### src/rtl/cci_mpf_wro_event_csr_ctrl.sv
// WRO pipeline conflict event counters served over a single-outstanding CSR read port.
// Optional macro CCI_MPF_WRO_EVENT_TOTAL_EN adds an any-event cycle counter at index 6.
module cci_mpf_wro_event_csr_ctrl #(
  parameter int unsigned CTR_WIDTH = 48,
  parameter int unsigned TID_WIDTH = 9
) (
  input  logic                 clk,
  input  logic                 reset_n,
  input  logic [3:0]           events,
  input  logic                 csr_rd_valid,
  input  logic [2:0]           csr_rd_idx,
  input  logic [TID_WIDTH-1:0] csr_rd_tid,
  output logic                 csr_rd_ready,
  output logic                 rsp_valid,
  output logic [TID_WIDTH-1:0] rsp_tid,
  output logic [63:0]          rsp_data,
  input  logic                 rsp_ready,
  input  logic                 ctrl_wr_valid,
  input  logic [63:0]          ctrl_wr_data
);

  typedef enum logic [1:0] {IDLE, CAPT, RESP} state_t;

  localparam logic [CTR_WIDTH-1:0] CTR_MAX = '1;

  logic                 clr;
  logic [CTR_WIDTH-1:0] ctr_q [4];
  logic [CTR_WIDTH-1:0] ctr_d [4];
  logic [3:0]           sat_q, sat_d;
  logic                 freeze_q, freeze_d;
  logic [CTR_WIDTH-1:0] cyc_q, cyc_d;
  logic [63:0]          tot_val;

  state_t               state_q, state_d;
  logic [2:0]           idx_q, idx_d;
  logic [TID_WIDTH-1:0] tid_q, tid_d;
  logic [63:0]          data_q, data_d;
  logic [63:0]          sel_val;

  logic unused_wr_bits;
  assign unused_wr_bits = ^ctrl_wr_data[63:2];

  assign clr = ctrl_wr_valid & ctrl_wr_data[0];

  always_comb begin
    freeze_d = ctrl_wr_valid ? ctrl_wr_data[1] : freeze_q;
    cyc_d    = cyc_q;
    sat_d    = sat_q;
    for (int unsigned i = 0; i < 4; i++) ctr_d[i] = ctr_q[i];
    if (clr) begin
      cyc_d = '0;
      sat_d = '0;
      for (int unsigned i = 0; i < 4; i++) ctr_d[i] = '0;
    end else begin
      if (cyc_q != CTR_MAX) cyc_d = cyc_q + 1'b1;
      // Counting uses the freeze value in force before this cycle's control write.
      if (!freeze_q) begin
        for (int unsigned i = 0; i < 4; i++) begin
          if (events[i] && (ctr_q[i] != CTR_MAX)) ctr_d[i] = ctr_q[i] + 1'b1;
        end
      end
      for (int unsigned i = 0; i < 4; i++) begin
        if (ctr_d[i] == CTR_MAX) sat_d[i] = 1'b1;
      end
    end
  end

  always_ff @(posedge clk or negedge reset_n) begin
    if (!reset_n) begin
      for (int unsigned i = 0; i < 4; i++) ctr_q[i] <= '0;
      sat_q    <= '0;
      freeze_q <= 1'b0;
      cyc_q    <= '0;
    end else begin
      for (int unsigned i = 0; i < 4; i++) ctr_q[i] <= ctr_d[i];
      sat_q    <= sat_d;
      freeze_q <= freeze_d;
      cyc_q    <= cyc_d;
    end
  end

`ifdef CCI_MPF_WRO_EVENT_TOTAL_EN
  logic [CTR_WIDTH-1:0] tot_q, tot_d;

  always_comb begin
    tot_d = tot_q;
    if (clr) begin
      tot_d = '0;
    end else if (!freeze_q && (|events) && (tot_q != CTR_MAX)) begin
      tot_d = tot_q + 1'b1;
    end
  end

  always_ff @(posedge clk or negedge reset_n) begin
    if (!reset_n) tot_q <= '0;
    else          tot_q <= tot_d;
  end

  assign tot_val = 64'(tot_d);
`else
  assign tot_val = '0;
`endif

  // Snapshot reflects counter state after the CAPT cycle's update.
  always_comb begin
    sel_val = '0;
    case (idx_q)
      3'd0, 3'd1, 3'd2, 3'd3: sel_val = 64'(ctr_d[idx_q[1:0]]);
      3'd4:                   sel_val = {58'b0, sat_d, 1'b0, freeze_d};
      3'd5:                   sel_val = 64'(cyc_d);
      3'd6:                   sel_val = tot_val;
      default:                sel_val = '0;
    endcase
  end

  always_comb begin
    state_d = state_q;
    idx_d   = idx_q;
    tid_d   = tid_q;
    data_d  = data_q;
    case (state_q)
      IDLE: begin
        if (csr_rd_valid) begin
          state_d = CAPT;
          idx_d   = csr_rd_idx;
          tid_d   = csr_rd_tid;
        end
      end
      CAPT: begin
        data_d  = sel_val;
        state_d = RESP;
      end
      RESP: begin
        if (rsp_ready) state_d = IDLE;
      end
      default: state_d = IDLE;
    endcase
  end

  always_ff @(posedge clk or negedge reset_n) begin
    if (!reset_n) begin
      state_q <= IDLE;
      idx_q   <= '0;
      tid_q   <= '0;
      data_q  <= '0;
    end else begin
      state_q <= state_d;
      idx_q   <= idx_d;
      tid_q   <= tid_d;
      data_q  <= data_d;
    end
  end

  assign csr_rd_ready = (state_q == IDLE);
  assign rsp_valid    = (state_q == RESP);
  assign rsp_tid      = tid_q;
  assign rsp_data     = data_q;

endmodule

### config.mk
export PLATFORM = sky130hd
export DESIGN_NAME = cci_mpf_wro_event_csr_ctrl
export DESIGN_NICKNAME = d
export VERILOG_FILES = /design/src/rtl/cci_mpf_wro_event_csr_ctrl.sv
export SDC_FILE = /design/constraint.sdc
export NUM_CORES = 1
export LEC_CHECK = 0
export ABC_CLOCK_PERIOD_IN_PS = 5200
export BUFFER_PORTS_ARGS = -buffer_cell sky130_fd_sc_hd__buf_2
export CAP_MARGIN = 5
export CORE_ASPECT_RATIO = 1.4
export CORE_MARGIN = 5
export CORE_UTILIZATION = 35
export DETAILED_ROUTE_END_ITERATION = 8
export MAX_ROUTING_LAYER = met4
export SETUP_SLACK_MARGIN = 0.5
export SLEW_MARGIN = 20
export SYNTH_ARGS = -nofsm -noshare
export SYNTH_HDL_FRONTEND = slang
export SYNTH_SLANG_ARGS = --single-unit
### constraint.sdc
create_clock -name clk -period 5.2 [get_ports clk]
set_input_delay 0.26 -clock clk [delete_from_list [all_inputs] [get_ports clk]]
set_output_delay 0.26 -clock clk [all_outputs]
set_load 0.01 [all_outputs]
==> results.yml <==
detailed_routing:
  num_vias: 16400
  met3_length_mm: 3.98
  avgViaCountPerCell: 5.92
  drt-initial-drc-count: 1253
  drt_pass1_iterations: 7
  wl_met1_mm: 25.4
  wire_per_inst_um: 25.5
  wl_met2_mm: 34.5
  dr.max_layer_used: "met4"
  drt_wl_total_mm: 70.4
  ant_nets: 0
  drc_errors: 0
yosys:
  synth_common_cells: "nor2_1 (324), dfrtp_1 (307), nand2_1 (153)"
  synthCells: 2025
  synth_edf_count: 0
  synth_ff_type: "dfrtp_1"
  ys_warn_count: 0
  synth_area_per_cell_um2: 8.90
  netlist_area_um2: 18000
  synth_cell_types: 79
  synth.top_cells.by_area: "dfrtp_1 (43%), nor2_1 (6.8%), xnor2_1 (5.8%)"
  ys_ff_latch: 307
  ys_async_sr_fraction: 1.00
  ys_seq_area_frac: 0.426
  synth_top_area_frac: 0.426
  yosysMostFrequentCell: "nor2_1"
  yosys.area.top_type: "dfrtp_1"
sta:
  slew_headroom: 0.283
  timing.fmax_mhz: 232
  holdWs_ns: 0.0887
  rsz0062_at_grt: "false"
  fin_ws_ns: 0.884
  tightest_slew_ns: 1.07
  skew_ns: 0.0239
  min_period_ns: 4.32
  maxSlewViolCount: 0
  fin_setup_tns_ns: 0
  hold_viol_final: 0
  fin_crit_sh: 0.830
  setup_violations: 0
floorplanning:
  coreArea_um2: 51000
  pin_count: 160
  num_rows: 98
  floorplan.initialDensity: 0.353
  die_h_um: 278
  die_x_um: 202
  die-area_um2: 56200
placed_design:
  dp.cells: 2685
  hpwl_mm: 54.1
  dp_slack_ns: 0.981
  place_congestion: 1.03
  dpl-instance-area_um2: 19100
  portBuffers: 81
power:
  p_clk_frac: 0.405
  p_switching_mw: 2.07
  p_leak_nw: 8.25
  power_density_nw_per_um2: 318
  intPower_mw: 4.44
  switching_share: 0.317
  seq_power_share: 0.411
  power_frac_comb: 0.184
  vdd_ir_drop_max_v: 0.000348
  p_total_mw: 6.51
grt:
  grt_pass1_vias: 16400
  grt_pass1_wl_mm: 105
  grt_usage: 0.250
  gr-total-overflow: 0
  grt_max_degree: 125
  antenna_found_initial: 2
clock_network:
  cts_tree: "yes"
  clockBufferDepth: 3
  clkTransAtPathRegs_ns: 0.07
  post_cts_resize_count: 0
  cts_made_buffers: 34
  cts_htree_levels: 2
  hold_buffers: 14
  insertion_delay_ns: 0.55
  cts.sinks: 307
  cts_root_buffer: "clkbuf_16"
  postCtsSetupRepairBufs: 0
finish:
  final_layout_size_suffix_gt1_frac: 0.116
  final_util: 0.401
  num-nets-final: 2176
  syn_to_final_growth_pct: 13.6
  final_cells: 2764
  design_area_um2: 20500
worst_setup_path:
  cp_data_arrival_time_ns: 4.79
  critPathCaptureType: "register"
  path_delay_family: "simple AND/OR/NAND/NOR gates"
  crit_path_frequent_cell: "nand4_1"
  crit_required_ns: 5.67
  cpPeakStageDelay_ns: 0.59
  path_max_fanout: 10
  cp_cell_sequence: "ha_1 -> nand4_1 -> nor3_1 -> and3_1 -> nand4_1 -> nor2_1 -> xnor2_1 -> or4_1 -> nor4_1 -> nand4_1 -> a21oi_1"
  cpMaxStageDelayCell: "or4_1"
  crit_path_start_kind: "register"
  critical_path_class: "reg2reg"
  cp_num_buf_inv: 0
min_path:
  hp-class: "in2reg"
flow_run:
  cap_viol_max_count: 0
status:
  status: "completed"
-- path summary, 6_finish.rpt --
path / cells after the start / start / slack, ns / end
worst max register to register: 11 / ctr_q[96] / 0.88 / rsp_data[3]
worst min-delay path: 2 / ctrl_wr_data[1] / 0.09 / freeze_q
worst min register to register: 2 / rsp_data[25] / 0.49 / rsp_data[25]
max in group asynchronous: 4 / reset_n / 3.40 / ctr_q[58]
min in group asynchronous: 2 / reset_n / 0.18 / ctr_q[170]
worst max-delay path: 11 / ctr_q[96] / 0.88 / rsp_data[3]
-- layer usage --
metal | GRT usage | vias to the layer above
li1 | - | 7402
met1 | 0.271 | 8056
met2 | 0.421 | 669
met3 | 0.0317 | 248
met4 | 0.186 | 0
met5 | - | -
-- final cells by class --
type | count | area [µm²]
fill | 5141 | 30600
multi-input combinational | 1584 | 9770
sequential | 307 | 7680
clock buffer | 47 | 970
timing repair buffer | 134 | 893
tap | 650 | 813
clock inverter | 15 | 231
inverter | 25 | 93.8
antenna | 2 | 5.00
-- power groups by stage --
| stage | logic, mW | clock network, mW | registers, mW |
|---|---|---|---|
| finish | 1.20 | 2.64 | 2.67 |
| global route | 1.26 | 2.78 | 2.69 |
| CTS | 1.18 | 2.69 | 2.67 |
| detailed placement | 1.17 | 0 | 2.71 |
| global placement | 1.16 | 0 | 2.70 |
| floorplan | 0.728 | 0 | 2.66 |
-- state kept, by name, indices dropped and copies added (netlist names) --
name / cells
idx_q: 3
ctr_q: 192
state_q: 2
sat_q: 4
cyc_q: 48
freeze_q: 1
rsp_data: 48
rsp_tid: 9
-- layout by cell type (no fill, tap or decap), drive strengths merged, types with 27 or more instances in the layout --
master,count
xor2,101
nand4,101
mux2,33
nand3,91
a21oi,62
nor4,67
o22ai,28
clkbuf,47
nor2,325
and2,30
buf,120
dfrtp,307
nand2,153
nor3,71
and3,47
xnor2,119
inv,27
and4,31
o21ai,58
-- cells by family after synthesis --
family	share of synthesized area
AOI/OAI and AO/OA	0.102
xor gates and xnor gates	0.107
adders and majority gates	0.00347
buffers and inverters	0.0351
DFF	0.426
muxes	0.0367
other	0.000208
and+or+nand+nor	0.289
Power figures use the tool's default switching activity.
